===== config.mk =====
export PLATFORM = sky130hd
export DESIGN_NAME = vga_cpu_port
export DESIGN_NICKNAME = d
export VERILOG_FILES = /design/src/rtl/vga_cpu_port.sv
export SDC_FILE = /design/constraint.sdc
export NUM_CORES = 1
export LEC_CHECK = 0
export CAP_MARGIN = 20
export CORE_MARGIN = 1
export CORE_UTILIZATION = 40
export DETAILED_ROUTE_END_ITERATION = 10
export GPL_TIMING_DRIVEN = 0
export MAX_ROUTING_LAYER = met4
export PLACE_DENSITY_LB_ADDON = 0.3
export SLEW_MARGIN = 20
export SYNTH_ARGS = -nofsm -noshare
export SYNTH_HDL_FRONTEND = slang
export SYNTH_SLANG_ARGS = --single-unit

===== constraint.sdc =====
create_clock -name clock -period 4.5 [get_ports clock]
set_clock_uncertainty 0.05 [all_clocks]
set_input_delay 1.35 -clock clock [delete_from_list [all_inputs] [get_ports clock]]
set_output_delay 1.35 -clock clock [all_outputs]
set_load 0.03 [all_outputs]

===== src/rtl/vga_cpu_port.sv =====
// CPU-side access controller for the shared 4-bank video RAM: byte-lane decode, slot wait, CS/WE/transceiver sequencing.
// Latency: req (synchronized) to DONE = 1+SETUP_CLKS+WR_PULSE+1 clocks for writes, 1+SETUP_CLKS+2 for reads.
// Backpressure: rdy holds the CPU in wait states until DONE; RAM access waits for slot_free from the display timing block.
module vga_cpu_port #(
  parameter int WR_PULSE   = 2,
  parameter int SETUP_CLKS = 1,
  parameter int SLOT_MIN   = 4
) (
  input  logic       clock,
  input  logic       _reset,
  input  logic       _vga_mem,
  input  logic [1:0] addr,
  input  logic       _rd,
  input  logic       _wr,
  input  logic       _bhe,
  input  logic       slot_free,
  output logic       rdy,
  output logic [3:0] _cs_ram,
  output logic [3:0] _we_ram,
  output logic       _cpu_ram_addr,
  output logic [3:0] _cpu_ram,
  output logic       cpu_ram_dir,
  output logic       busy
);

  typedef enum logic [2:0] {
    ST_IDLE,
    ST_WAIT,
    ST_SETUP,
    ST_STROBE,
    ST_HOLD,
    ST_DONE
  } state_t;

  localparam logic [2:0] SETUP_LAST = 3'(SETUP_CLKS - 1);
  localparam logic [2:0] WR_LAST    = 3'(WR_PULSE - 1);

  // A display slot shorter than a full write would let the display fetch collide with our strobe.
  if (SLOT_MIN < SETUP_CLKS + WR_PULSE + 1) begin : g_slot_check
    $error("vga_cpu_port: SLOT_MIN must be >= SETUP_CLKS+WR_PULSE+1");
  end

  state_t     state;
  logic [2:0] cnt;
  logic [3:0] mask_q;
  logic       write_q;
  logic       abort_q;

  logic [1:0] mem_sync;
  logic [1:0] rd_sync;
  logic [1:0] wr_sync;
  logic       s_mem;
  logic       s_rd;
  logic       s_wr;
  logic       req;
  logic       write;
  logic [3:0] lane_mask;

  // Two-flop synchronizers for the raw CPU strobes; reset to the inactive level.
  always_ff @(posedge clock) begin
    if (!_reset) begin
      mem_sync <= 2'b11;
      rd_sync  <= 2'b11;
      wr_sync  <= 2'b11;
    end else begin
      mem_sync <= {mem_sync[0], _vga_mem};
      rd_sync  <= {rd_sync[0], _rd};
      wr_sync  <= {wr_sync[0], _wr};
    end
  end

  assign s_mem = mem_sync[1];
  assign s_rd  = rd_sync[1];
  assign s_wr  = wr_sync[1];
  assign req   = ~s_mem & (~s_rd | ~s_wr);
  assign write = ~s_wr;

  // 8086 lane decode: A1 picks the bank pair, A0=0 enables the low bank, BHE=0 the high bank.
  always_comb begin
    lane_mask = 4'b0000;
    if (addr[1]) begin
      lane_mask[2] = ~addr[0];
      lane_mask[3] = ~_bhe;
    end else begin
      lane_mask[0] = ~addr[0];
      lane_mask[1] = ~_bhe;
    end
  end

  // rdy works off the raw strobes so the CPU is stalled before the synchronizers have caught up.
  always_comb begin
    rdy = !((!_vga_mem) && (!_rd || !_wr) && (state != ST_DONE));
  end

  // Access sequencer; every RAM-side control is registered so it changes only on clock edges.
  always_ff @(posedge clock) begin
    if (!_reset) begin
      state         <= ST_IDLE;
      cnt           <= 3'd0;
      mask_q        <= 4'b0000;
      write_q       <= 1'b0;
      abort_q       <= 1'b0;
      _cs_ram       <= 4'b1111;
      _we_ram       <= 4'b1111;
      _cpu_ram      <= 4'b1111;
      _cpu_ram_addr <= 1'b1;
      cpu_ram_dir   <= 1'b0;
      busy          <= 1'b0;
    end else begin
      case (state)
        ST_IDLE: begin
          abort_q <= 1'b0;
          cnt     <= 3'd0;
          if (req) begin
            mask_q  <= lane_mask;
            write_q <= write;
            // No lane selected: complete the bus cycle without touching the RAM.
            state   <= (lane_mask == 4'b0000) ? ST_DONE : ST_WAIT;
          end
        end

        ST_WAIT: begin
          if (!req) begin
            state <= ST_IDLE;
          end else if (slot_free) begin
            state         <= ST_SETUP;
            cnt           <= 3'd0;
            busy          <= 1'b1;
            _cpu_ram_addr <= 1'b0;
            cpu_ram_dir   <= write_q;
            _cpu_ram      <= ~mask_q;
          end
        end

        ST_SETUP: begin
          if (!req) begin
            // Aborting before any strobe: release the bus without a CS pulse.
            state         <= ST_IDLE;
            busy          <= 1'b0;
            _cpu_ram_addr <= 1'b1;
            cpu_ram_dir   <= 1'b0;
            _cpu_ram      <= 4'b1111;
          end else if (cnt == SETUP_LAST) begin
            state   <= ST_STROBE;
            cnt     <= 3'd0;
            _cs_ram <= ~mask_q;
            _we_ram <= write_q ? ~mask_q : 4'b1111;
          end else begin
            cnt <= cnt + 3'd1;
          end
        end

        ST_STROBE: begin
          // Once strobing, a dropped request is remembered but the pulse runs to completion.
          if (!req) begin
            abort_q <= 1'b1;
          end
          if (!write_q || cnt == WR_LAST) begin
            state   <= ST_HOLD;
            cnt     <= 3'd0;
            _we_ram <= 4'b1111;
          end else begin
            cnt <= cnt + 3'd1;
          end
        end

        ST_HOLD: begin
          if (!req || abort_q) begin
            state         <= ST_IDLE;
            busy          <= 1'b0;
            _cs_ram       <= 4'b1111;
            _cpu_ram      <= 4'b1111;
            _cpu_ram_addr <= 1'b1;
            cpu_ram_dir   <= 1'b0;
          end else begin
            state <= ST_DONE;
            // Writes are finished after the hold clock; reads keep driving until the CPU lets go.
            if (write_q) begin
              _cs_ram       <= 4'b1111;
              _cpu_ram      <= 4'b1111;
              _cpu_ram_addr <= 1'b1;
              cpu_ram_dir   <= 1'b0;
            end
          end
        end

        ST_DONE: begin
          if (s_mem || (s_rd && s_wr)) begin
            state         <= ST_IDLE;
            busy          <= 1'b0;
            _cs_ram       <= 4'b1111;
            _cpu_ram      <= 4'b1111;
            _cpu_ram_addr <= 1'b1;
            cpu_ram_dir   <= 1'b0;
          end
        end

        default: begin
          state <= ST_IDLE;
        end
      endcase
    end
  end

endmodule


After elaboration in Yosys (flattened, before gate mapping)
Cells that the tools add are included.
- add/sub/neg operators: 1
- reduce and logical (&&, ||, !) cells: 29
- bitwise gates (word level): 8
- equal/unequal tests: 20
- mux-type cells: 52
- operator list (cell ; number):
    two-way mux 4 bit ; 12
    two-way mux 3 bit ; 14
    != test 2 bit (second input constant) ; 10
    one-hot mux 3 bit (6 select lines) ; 1
    one-hot mux 4 bit (4 select lines) ; 1
    two-way mux 1 bit ; 15
    != test 3 bit (second input constant) ; 4
    one-hot mux 1 bit (4 select lines) ; 3
    one-hot mux 3 bit (4 select lines) ; 1
    one-hot mux 4 bit (3 select lines) ; 1
    AND reduction 6 bit ; 2
    AND reduction 5 bit ; 2
    one-hot mux 4 bit (2 select lines) ; 1
    AND reduction 4 bit ; 2
    nonzero test 4 bit ; 2
    equality test 3 x 1 -> 1 bit (second input constant) ; 2
    equality test 3 x 2 -> 1 bit (second input constant) ; 2
    equality test 3 bit (second input constant) ; 2
    zero test 1 bit ; 6
    zero test 3 bit ; 2
    NOT 1 bit ; 5
    zero test 4 bit ; 1
    logical OR 1 bit ; 4
    two-way mux 2 bit ; 2
    other kinds (9) ; 13
- word-level logic and storage cells: 124
- register bits: 33
- output and inout bits: 16

Logic depth before layout (Yosys ltp)
Gate-level depths: netlist of run 1.
- depth in word-level cells: 7
- mapped depth: 7
- depth with buffers taken out: 7

Worst setup path before layout of run 1
OpenSTA, ideal clock, no wires.
- path type: input port to output port
- start: input _rd
- end: output rdy
- arrival: 1.790 ns
- path slack: 1.310 ns
- stages: 2
- path buffers: 0
- required time: 3.100 ns
- path through: a21oi_1 o21ai_0
- longest elaborated chain between the ends: 5
- ends and longest elaborated chain (item ; RTL line ; RTL):
    from (decl) ; 13 ; input logic _rd,
    zero test 1 bit ; 92 ; rdy = !((!_vga_mem) && (!_rd || !_wr) && (state != ST_DONE));
    logical OR 1 bit ; 92 ;
    logical AND 1 bit (2 in series) ; 92 ;
    zero test 1 bit ; 92 ;
    to (decl) ; 17 ; output logic rdy,
Every way passes these cells.

Final worst setup path of run 1
- start: input _wr
- end: output rdy
- longest elaborated chain between the ends: 5
- ends and longest elaborated chain (item ; RTL line ; RTL):
    from (decl) ; 14 ; input logic _wr,
    zero test 1 bit ; 92 ;
    logical OR 1 bit ; 92 ;
    logical AND 1 bit (2 in series) ; 92 ;
    zero test 1 bit ; 92 ;
Every way passes these cells.

==> results.yml, run 1 <==
sta:
  max_freq_mhz: 245.2
  post-route-period-util_pct: 90.62
  fin_setup_tns_ns: 0
  slew_headroom_pct: 51.96
  finalSetupViolations: 0
  fin_ws_ns: 0.4219
  tightest_slew_ns: 0.7207
  finalCriticalPeriod_ns: 4.078
  rsz0062_at_grt: "no"
  drv_slew: 0
  finalHoldViolCount: 0
yosys:
  synth_warnings: 0
  yosysUniqueCellTypes: 41
  synthArstFlopShare_pct: 0
  ys_top_cells_by_count: "33 x dfxtp_1, 28 x nand2_1, 12 x a21oi_1"
  synth_top_family_by_area: "simple AND/OR/NAND/NOR gates"
  yosysMostFrequentCell: "dfxtp_1"
  synthXorXnorAreaFrac_pct: 0.5650
  syn_avg_cell_area_um2: 8.612
  synth_ff_type: "dfxtp_1"
  synth_area_leaders: "dfxtp_1 43%, nand2_1 6.8%, mux2i_1 5.8%, nand2b_1 4.0%, a21oi_1 3.9%"
  postSynthCellCount: 180
  synth_fa_ha_area_share_pct: 2.421
  yosys.area_share.simple_pct: 26.07
  yosysTopAreaCell: "dfxtp_1"
  synth.area.mux_share_pct: 5.811
  synth_top_area_share_pct: 42.62
  ys_ff_latch: 33
  synth_compound_area_share_pct: 18.89
  synth_edf_count: 0
  synth_fp_nets: 192
  synth-seq-area-share_pct: 42.62
  syn-cell-area_um2: 1550
outcome:
  status: "complete, no violations"
worst_setup_path:
  cp_slowest_stage_delay_ns: 0.69
  cpMostUsedCell: "clkdlybuf4s50_1"
  crit_path_end_kind: "output pin"
  critPathMaxFanout: 2
  path_cells: "clkdlybuf4s50_1, a21oi_1, o21ai_0, clkdlybuf4s50_1"
  worstSetupPathType: "primary input to output pin"
  worst_ep_required_time_ns: 3.10
  slowest_stage: "clkdlybuf4s50_1"
  cp-start-kind: "primary input"
  cp.arrival_ns: 2.68
grt:
  antenna_found_initial: 0
  grtUsageTotal_pct: 19.70
  grt_max_degree: 12
  grt_overflow: 0
  grt_pass1_vias: 1256
  grt_first_pass_wirelength_um: 5940
finish:
  drive_gt1_share_pct: 7.075
  diodes: 0
  area_growth_pct: 24.94
  final_cell_area_um2: 1937
  fin_nets: 223
  fin_util_pct: 52.51
  nFillCells: 370
drt:
  ant_nets: 0
  drt_iter0_markers: 87
  drc_errors: 0
  vias: 1395
  wl_um: 3542
  via_per_inst: 5.365
  wl_per_cell_um: 13.62
  drt_first_pass_iters: 4
clocking:
  ctsResizeCount: 0
  clockRootBuffer: "clkbuf_8"
  clock_latency_ns: 0.29
  cts_tree: "built"
  clockBufferDepth: 2
  cts.htree.levels: 2
  holdBufCountCts: 0
  cts_sinks: 33
  clk_pin_slew_ns: 0.07
  cts_buffers: 5
  cts_setup_buffers: 0
pwr:
  finalPower_w: 0.0007548
  ir_drop_mv: 0.1974
  switchingPower_w: 0.0002610
  power.density_nw_per_um2: 389.7
  power.share.switching_pct: 34.58
  internal-power_w: 0.0004938
  pwr-share-seq_pct: 41.7
  power_frac_comb_pct: 29.3
  leakagePower_nw: 0.7399
  clockPowerShare_pct: 29.0
placed_design:
  place_congestion: 0.8645
  io_buffers: 24
  dpl_cell_area_um2: 1851
  dp_slack_ns: 0.4149
  dpl.hpwl_um: 2530
floorplan:
  core_area_um2: 3689
  die_x_um: 64.26
  die_h_um: 64.26
  pin_count: 25
  die-area_um2: 4129
  fp-row-count: 22
  start_util_pct: 42.03
flow_run:
  cap_violations: 0
worst_hold_path:
  hp-class: "flop to flop"
## cell families after synthesis
kind of cell	count (synthesis)
compound gates	40
xor+xnor	1
fa+ha+maj	3
buf+inv	14
flops	33
mux	9
simple gates	80
## placed cells by master (no fill, tap or decap), types with 2 or more instances in the layout
cell | synthesis | final
o21ai_0 | 6 | 6
clkinv_2 | 0 | 2
nor3_1 | 5 | 5
a21oi_1 | 12 | 12
clkbuf_1 | 6 | 6
and3_1 | 2 | 2
a211o_1 | 3 | 3
inv_1 | 5 | 5
o31a_1 | 4 | 4
mux2i_1 | 9 | 9
nand2_1 | 28 | 28
o2111a_1 | 2 | 2
a31oi_1 | 2 | 2
ha_1 | 3 | 3
nand2b_1 | 10 | 10
nor2b_1 | 2 | 2
nand3_1 | 8 | 8
dfxtp_1 | 33 | 33
clkbuf_8 | 0 | 5
nor2_1 | 11 | 11
nor3b_1 | 3 | 3
clkdlybuf4s50_1 | 0 | 24
buf_2 | 3 | 3
and2_1 | 3 | 3
## layer usage
layer	track usage, %	routed length (um)	up-vias
li1	-	-	696
met1	26.22	1677	637
met2	28.03	1593	58
met3	4.821	236	4
met4	8.611	35	0
met5	-	0	-
## state kept, by name, indices dropped and copies added (netlist names), 3 cells and up
signal	count
_cpu_ram	4
_we_ram	4
state	3
mask_q	4
cnt	3
_cs_ram	4
## power by group through the flow
| stage | clock network [W] | logic, W | registers (W) |
|---|---|---|---|
| floorplan | 0 | 0.000166 | 0.000319 |
| global placement | 0 | 0.000217 | 0.000321 |
| detailed placement | 0 | 0.000216 | 0.000322 |
| CTS | 0.000223 | 0.000217 | 0.000315 |
| global route | 0.000236 | 0.000244 | 0.000317 |
| finish | 0.000219 | 0.000221 | 0.000315 |
## cell type report
| class | instances | area [um2] | share of cell area [%] |
|---|---|---|---|
| Inverter | 5 | 18.77 | 0.9690 |
| Multi-Input combinational cell | 133 | 833.3 | 43.02 |
| Buffer | 9 | 37.54 | 1.938 |
| Tap cell | 48 | 60.06 | 3.101 |
| Timing Repair Buffer | 24 | 240.2 | 12.40 |
| Clock buffer | 5 | 68.82 | 3.553 |
| Sequential cell | 33 | 660.6 | 34.11 |
| Clock inverter | 3 | 17.52 | 0.9044 |
## final timing paths
kind	start	slack, ns	end	depth (start not counted)
worst min-delay path	rd_sync[0]$_SDFF_PN1_	0.36	rd_sync[1]$_SDFF_PN1_	1
worst max register to register	state[0]$_SDFFE_PN0P_	2.40	_cs_ram[1]$_SDFFE_PN1P_	6
worst min register to register	rd_sync[0]$_SDFF_PN1_	0.36	rd_sync[1]$_SDFF_PN1_	1
worst max-delay path	_wr	0.42	rdy	4
## critical path, delay by kind of cell
family,cells,cell delay (ns)
AO/OA/AOI/OAI,2,0.15
buffers and inverters,2,1.16
## per-stage QoR
step | hold slack [ns] | cells
floorplan | 0.3363 | 180
global placement | 0.3389 | 252
global route | 0.3733 | 260
finish | 0.3569 | 260
CTS | 0.3600 | 260
detailed placement | 0.3428 | 252
Power figures use the tool's default switching activity.
==> run 2: changes to the inputs <==
--- a/config.mk
+++ b/config.mk
@@ -11,7 +11,7 @@
 export DETAILED_ROUTE_END_ITERATION = 10
 export GPL_TIMING_DRIVEN = 0
 export MAX_ROUTING_LAYER = met4
-export PLACE_DENSITY_LB_ADDON = 0.3
+export PLACE_DENSITY = 0.73
 export SLEW_MARGIN = 20
 export SYNTH_ARGS = -nofsm -noshare
 export SYNTH_HDL_FRONTEND = slang
==> run 2 against run 1 <==
Die area stayed put. Final area shrank 0.19%. First-iteration DRC count decreased by 25%. Setup slack worse by 0.0096 ns. Global-route usage fell by 0.76 points. Sequential power about the same. Clock power fell by 5%. Hold slack got worse by 0.0012 ns. Critical path depth unchanged. Register-to-register slack improved by 0.02 ns. Largest cell class unchanged.
==> results.yml, run 2 (synthesis results as in run 1) <==
worst_setup_path:
  r2r_cells: 6
  worstSetupPathType: "primary input to output pin"
  ff2ff_setup_slack_ns: 2.42
  critPathMaxFanout: 2
  cp.arrival_ns: 2.69
  crit_path_end_kind: "output pin"
  worst_ep_required_time_ns: 3.10
  cp-start-kind: "primary input"
  worst_r2r_endpoint: "_cs_ram[0]$_SDFFE_PN1P_"
  rr_startpoint: "state[0]$_SDFFE_PN0P_"
grt:
  grtUsageTotal_pct: 18.94
  antenna_found_initial: 0
  grt_pass1_vias: 1314
  grt_overflow: 0
  grt_first_pass_wirelength_um: 5954
  grt_max_degree: 11
clocking:
  clk_pin_slew_ns: 0.06
  cts_tree: "built"
  cts_setup_buffers: 0
  cts_sinks: 33
  clock_latency_ns: 0.28
  ctsResizeCount: 0
  holdBufCountCts: 0
  cts_buffers: 5
  clockRootBuffer: "clkbuf_8"
  clockBufferDepth: 2
  cts.htree.levels: 2
sta:
  finalHoldWorstSlack_ns: 0.3557
  post-route-period-util_pct: 90.84
  finalSetupViolations: 0
  rsz0062_at_grt: "no"
  finalCriticalPeriod_ns: 4.088
  max_freq_mhz: 244.6
  drv_slew: 0
  fin_setup_tns_ns: 0
  slew_headroom_pct: 53.30
  tightest_slew_ns: 0.7004
  finalHoldViolCount: 0
placed_design:
  dpl.hpwl_um: 2439
  place_inst: 252
  place_congestion: 0.8610
  io_buffers: 24
finish:
  final_common_cell: "dfxtp_1"
  nFillCells: 358
  fin_util_pct: 52.41
  instances_no_fill: 260
  mostFrequentLayoutCells: "33 x dfxtp_1, 28 x nand2_1, 24 x clkdlybuf4s50_1"
  area_growth_pct: 24.70
  drive_gt1_share_pct: 6.604
  diodes: 0
  fin_nets: 223
floorplan:
  pin_count: 25
  fp-row-count: 22
  die_x_um: 64.26
  die-area_um2: 4129
  core_area_um2: 3689
  die_h_um: 64.26
  start_util_pct: 42.03
outcome:
  status: "complete, no violations"
pwr:
  power.density_nw_per_um2: 383.7
  leakagePower_nw: 0.7409
  ir_drop_mv: 0.2397
drt:
  wl_per_cell_um: 12.87
  vias: 1366
  drt_iter0_markers: 65
  wl_um: 3347
  drt_first_pass_iters: 4
  via_per_inst: 5.254
  ant_nets: 0
  drc_errors: 0
worst_hold_path:
  worstHoldPathCells: 1
  hold_end: "mem_sync[1]$_SDFF_PN1_"
  hp-start: "mem_sync[0]$_SDFF_PN1_"
  hp-class: "flop to flop"
flow_run:
  cap_violations: 0
==> run 2: cell count changes in the layout (fill, tap and decap cells not counted), sizes merged <==
cell / previous run / this run
clkbuf: 11 / 12
clkinvlp: 1 / 0
==> run 2: per-stage QoR <==
stage / setup WS (ns) / cell area [um2] / power [W]
2_1_floorplan: 1.310 / 1550 / 0.0004851
3_3_place_gp: 0.3984 / 1851 / 0.0005357
3_5_place_dp: 0.3993 / 1851 / 0.0005345
4_1_cts: 0.3965 / 1933 / 0.0007458
5_1_grt: 0.3717 / 1933 / 0.0007838
6_report: 0.4123 / 1933 / 0.0007417
==> run 2: worst max-delay path, stage by stage <==
cell and delay, ns:
clkdlybuf4s50_1 0.47, a21oi_1 0.08, o21ai_0 0.09, clkdlybuf4s50_1 0.70
==> run 2: layout make-up <==
class | instances | area, um2 | share of cell area (%)
Clock buffer | 6 | 72.57 | 3.754
Tap cell | 48 | 60.06 | 3.107
Clock inverter | 2 | 10.01 | 0.5178
Buffer | 9 | 37.54 | 1.942
Timing Repair Buffer | 24 | 240.2 | 12.43
Multi-Input combinational cell | 133 | 833.3 | 43.11
Inverter | 5 | 18.77 | 0.9709
Sequential cell | 33 | 660.6 | 34.17
==> run 2: worst max path at each step <==
stage | from | endpoint | slack, ns | depth (start not counted)
2_1_floorplan | _rd | rdy | 1.31 | 2
3_3_place_gp | _rd | rdy | 0.40 | 4
3_5_place_dp | _rd | rdy | 0.40 | 4
4_1_cts | _rd | rdy | 0.40 | 4
5_1_grt | _rd | rdy | 0.37 | 4
6_report | _rd | rdy | 0.41 | 4
==> run 2: where the power goes <==
part | internal, W | switching (W) | total [W]
registers | 0.000305 | 0.0000106 | 0.000315
clock network | 0.000107 | 0.000101 | 0.000208
logic | 0.0000828 | 0.000136 | 0.000218
==> run 2: routing by layer <==
layer | track usage [%] | vias to the layer above | wire length [um]
li1 | - | 693 | -
met1 | 24.10 | 619 | 1652
met2 | 28.82 | 44 | 1464
met3 | 4.286 | 10 | 147
met4 | 7.778 | 0 | 82
met5 | - | - | 0
==> RTL change 1 (config.mk and constraints of run 1) <==
Encoding of `state_t`: now one-hot (6 bits for 6 states).
--- a/src/rtl/vga_cpu_port.sv
+++ b/src/rtl/vga_cpu_port.sv
@@ -23,13 +23,13 @@
   output logic       busy
 );
 
-  typedef enum logic [2:0] {
-    ST_IDLE,
-    ST_WAIT,
-    ST_SETUP,
-    ST_STROBE,
-    ST_HOLD,
-    ST_DONE
+  typedef enum logic [5:0] {
+    ST_IDLE   = 6'b000001,
+    ST_WAIT   = 6'b000010,
+    ST_SETUP  = 6'b000100,
+    ST_STROBE = 6'b001000,
+    ST_HOLD   = 6'b010000,
+    ST_DONE   = 6'b100000
   } state_t;
 
   localparam logic [2:0] SETUP_LAST = 3'(SETUP_CLKS - 1);
Formal check against the unedited RTL: no difference found for any inputs over 10 cycles, from zero or initial values and one cycle with _reset low; not proved beyond that.
==> RTL change 1 against run 1 <==
Area after synthesis increased by 12%. Sequential cell count increased by 3. Worst setup slack improved by 0.047 ns. Wire length increased by 17%. Cell area increased by 10%. Die area increased by 12%. Sequential power increased by 7.6%. Register-to-register slack got worse by 0.13 ns. Clock power increased by 11%. Total power decreased by 1.9%. Synthesized cell count increased by 13%.
==> RTL change 1: results <==
export IMPL_run_status="finished, final reports clean"
export IMPL_worstReg2RegEnd="state[2]$_SDFFE_PN0P_"
export IMPL_synth_top_area_frac=0.4135
export IMPL_multi_input_area_um2=942.2
export IMPL_reg2reg_from="state[1]$_SDFFE_PN0P_"
export IMPL_p_leak_nw=0.8412
export IMPL_arrival_ns=2.63
export IMPL_inverters=9
export IMPL_clkPwrFrac=0.329
export IMPL_synth_area_mm2=0.001743
export IMPL_ys_types=54
export IMPL_wl_met2_mm=1.901
export IMPL_routabilityCongestion=0.8518
export IMPL_clkCellAreaFrac=0.04330
export IMPL_seq_area_frac_synth=0.4135
export IMPL_seq_share=0.3370
export IMPL_clkbuf_count=6
export IMPL_synth_area_leaders="dfxtp_1 41%, nand2_1 4.5%, nand2b_1 3.6%, a21oi_1 3.4%, nor2_1 3.2%"
export IMPL_syn_num_nets=215
export IMPL_powerSeq_w=0.000339
export IMPL_rrSetupSlack_ns=2.27
export IMPL_drive_gt1_frac=0.09362
export IMPL_track_usage=0.2066
export IMPL_hold_slack_ns=0.3626
export IMPL_num_multi_input_gates=149
export IMPL_via_per_inst=5.558
RTL change 1: cell types whose count changed in the layout (fill, tap and decap cells not counted), sizes merged, moves of 3 or more:
cell,change
nand2,-7
mux2i,-5
inv,+4
nor2,+4
nor3,+4
o31a,-4
a211o,-3
a31oi,+3
a32oi,+3
dfxtp,+3
o211ai,+3
RTL change 1: through the flow:
step / power (W) / setup WS (ns)
floorplan: 0.0004620 / 1.434
global placement: 0.0005003 / 0.4832
detailed placement: 0.0004998 / 0.4780
CTS: 0.0007396 / 0.4728
global route: 0.0007701 / 0.4129
finish: 0.0007401 / 0.4693
RTL change 1: logic make-up after synthesis:
logic type | synth area share
compound gates | 0.2132
xor+xnor | 0.01005
fa+ha+maj | 0.02154
buf+inv | 0.04594
flops | 0.4135
mux | 0.02297
simple gates | 0.2728
RTL change 1: worst register-to-register path, stage by stage, from the launching register on:
cell	delay [ns]
dfxtp_1	0.30
buf_2	0.16
nor4_1	0.67
nand3b_1	0.36
a31oi_4	0.33
or4bb_1	0.18
a21oi_2	0.05
==> RTL change 2 (config.mk and constraints of run 1) <==
Without the edit above. Reset style: asynchronous (`_reset`), changed in 2 clocked blocks.
--- a/src/rtl/vga_cpu_port.sv
+++ b/src/rtl/vga_cpu_port.sv
@@ -57,7 +57,7 @@
   logic [3:0] lane_mask;
 
   // Two-flop synchronizers for the raw CPU strobes; reset to the inactive level.
-  always_ff @(posedge clock) begin
+  always_ff @(posedge clock or negedge _reset) begin
     if (!_reset) begin
       mem_sync <= 2'b11;
       rd_sync  <= 2'b11;
@@ -93,7 +93,7 @@
   end
 
   // Access sequencer; every RAM-side control is registered so it changes only on clock edges.
-  always_ff @(posedge clock) begin
+  always_ff @(posedge clock or negedge _reset) begin
     if (!_reset) begin
       state         <= ST_IDLE;
       cnt           <= 3'd0;
Check against the original RTL: differs if _reset is asserted again (counterexample within 4 cycles, from zero or initial values and one cycle with _reset low); with _reset held inactive, the same outputs for 10 cycles.
==> RTL change 2 against run 1 <==
Final cell count fell by 12%. First-iteration DRC count fell by 74%. Synthesized cell count fell by 17%. Highest routed layer unchanged. Cell area rose by 3.2%. Sequential share of layout area rose by 8.4 points. Area after synthesis rose by 2.4%. Wire length fell by 13%. Count of clock-buffer cells in the layout rose by 2. Worst setup slack got worse by 0.0011 ns. Sequential cell count did not move.
Power is not compared: it rests on default switching activity, and its combinational part moved more than twofold at a synthesized area within 25%.
==> RTL change 2: results <==
export IMPL_ff_latch_area_um2=849.6
export IMPL_fill_cells=346
export IMPL_design_area_mm2=0.001999
export IMPL_clkCellAreaFrac=0.05820
export IMPL_finish_net_count=192
export IMPL_rrSetupSlack_ns=2.60
export IMPL_routabilityCongestion=0.8570
export IMPL_via_per_inst=5.135
export IMPL_clkbuf_count=7
export IMPL_met1_length_mm=1.366
export IMPL_wl_met2_mm=1.533
export IMPL_num_multi_input_gates=103
export IMPL_hold_end="rd_sync[1]$_DFF_PN1_"
export IMPL_instances_no_fill=229
export IMPL_use_met3=0.04577
export IMPL_first_global_vias=1192
export IMPL_dp_cells=221
export IMPL_hold_slack_ns=0.3105
export IMPL_placed_area_mm2=0.001883
export IMPL_run_status="finished, final reports clean"
export IMPL_hp_start="rd_sync[0]$_DFF_PN1_"
export IMPL_syn_area_per_cell_um2=10.66
export IMPL_met3_length_um=146
export IMPL_grt_max_degree=34
export IMPL_grt_use_met2=0.2708
export IMPL_wl_per_cell_um=13.42
export IMPL_n_all_buffers=31
export IMPL_post_dp_hpwl_mm=2.265
export IMPL_reg2reg_from="cnt[0]$_DFFE_PN0P_"
export IMPL_worst_slew_pin_slew_ns=0.7093
export IMPL_holdPathStages=0
export IMPL_track_usage=0.1728
export IMPL_synth_area_leaders="dfstp_2 31%, dfrtp_1 22%, mux2_2 8.5%, nand2_1 6.6%, o21ai_0 3.5%"
RTL change 2: cell count changes after synthesis, sizes merged, moves of 4 or more:
cell / change
o21ai: +4
nand2b: -6
nor2: -6
nand3: -6
mux2: +12
mux2i: -8
dfstp: +19
a21oi: -5
dfrtp: +14
dfxtp: -33
RTL change 2: logic make-up (layout without fill, tap and decap cells):
kind of cell	count (synthesis)	in the layout	synth area share
compound gates	32	32	0.1356
simple gates	54	54	0.1671
xor+xnor	1	1	0.005517
buf+inv	13	45	0.04176
flops	33	33	0.5351
fa+ha+maj	3	3	0.02364
mux	13	13	0.09141
RTL change 2: how the worst max path moves through the flow:
stage / start / endpoint / slack [ns] / depth (start not counted)
finish: _wr / rdy / 0.42 / 4
global route: _rd / rdy / 0.34 / 4
floorplan: _rd / rdy / 1.31 / 2
CTS: _wr / rdy / 0.41 / 4
global placement: _rd / rdy / 0.45 / 4
detailed placement: _wr / rdy / 0.43 / 4
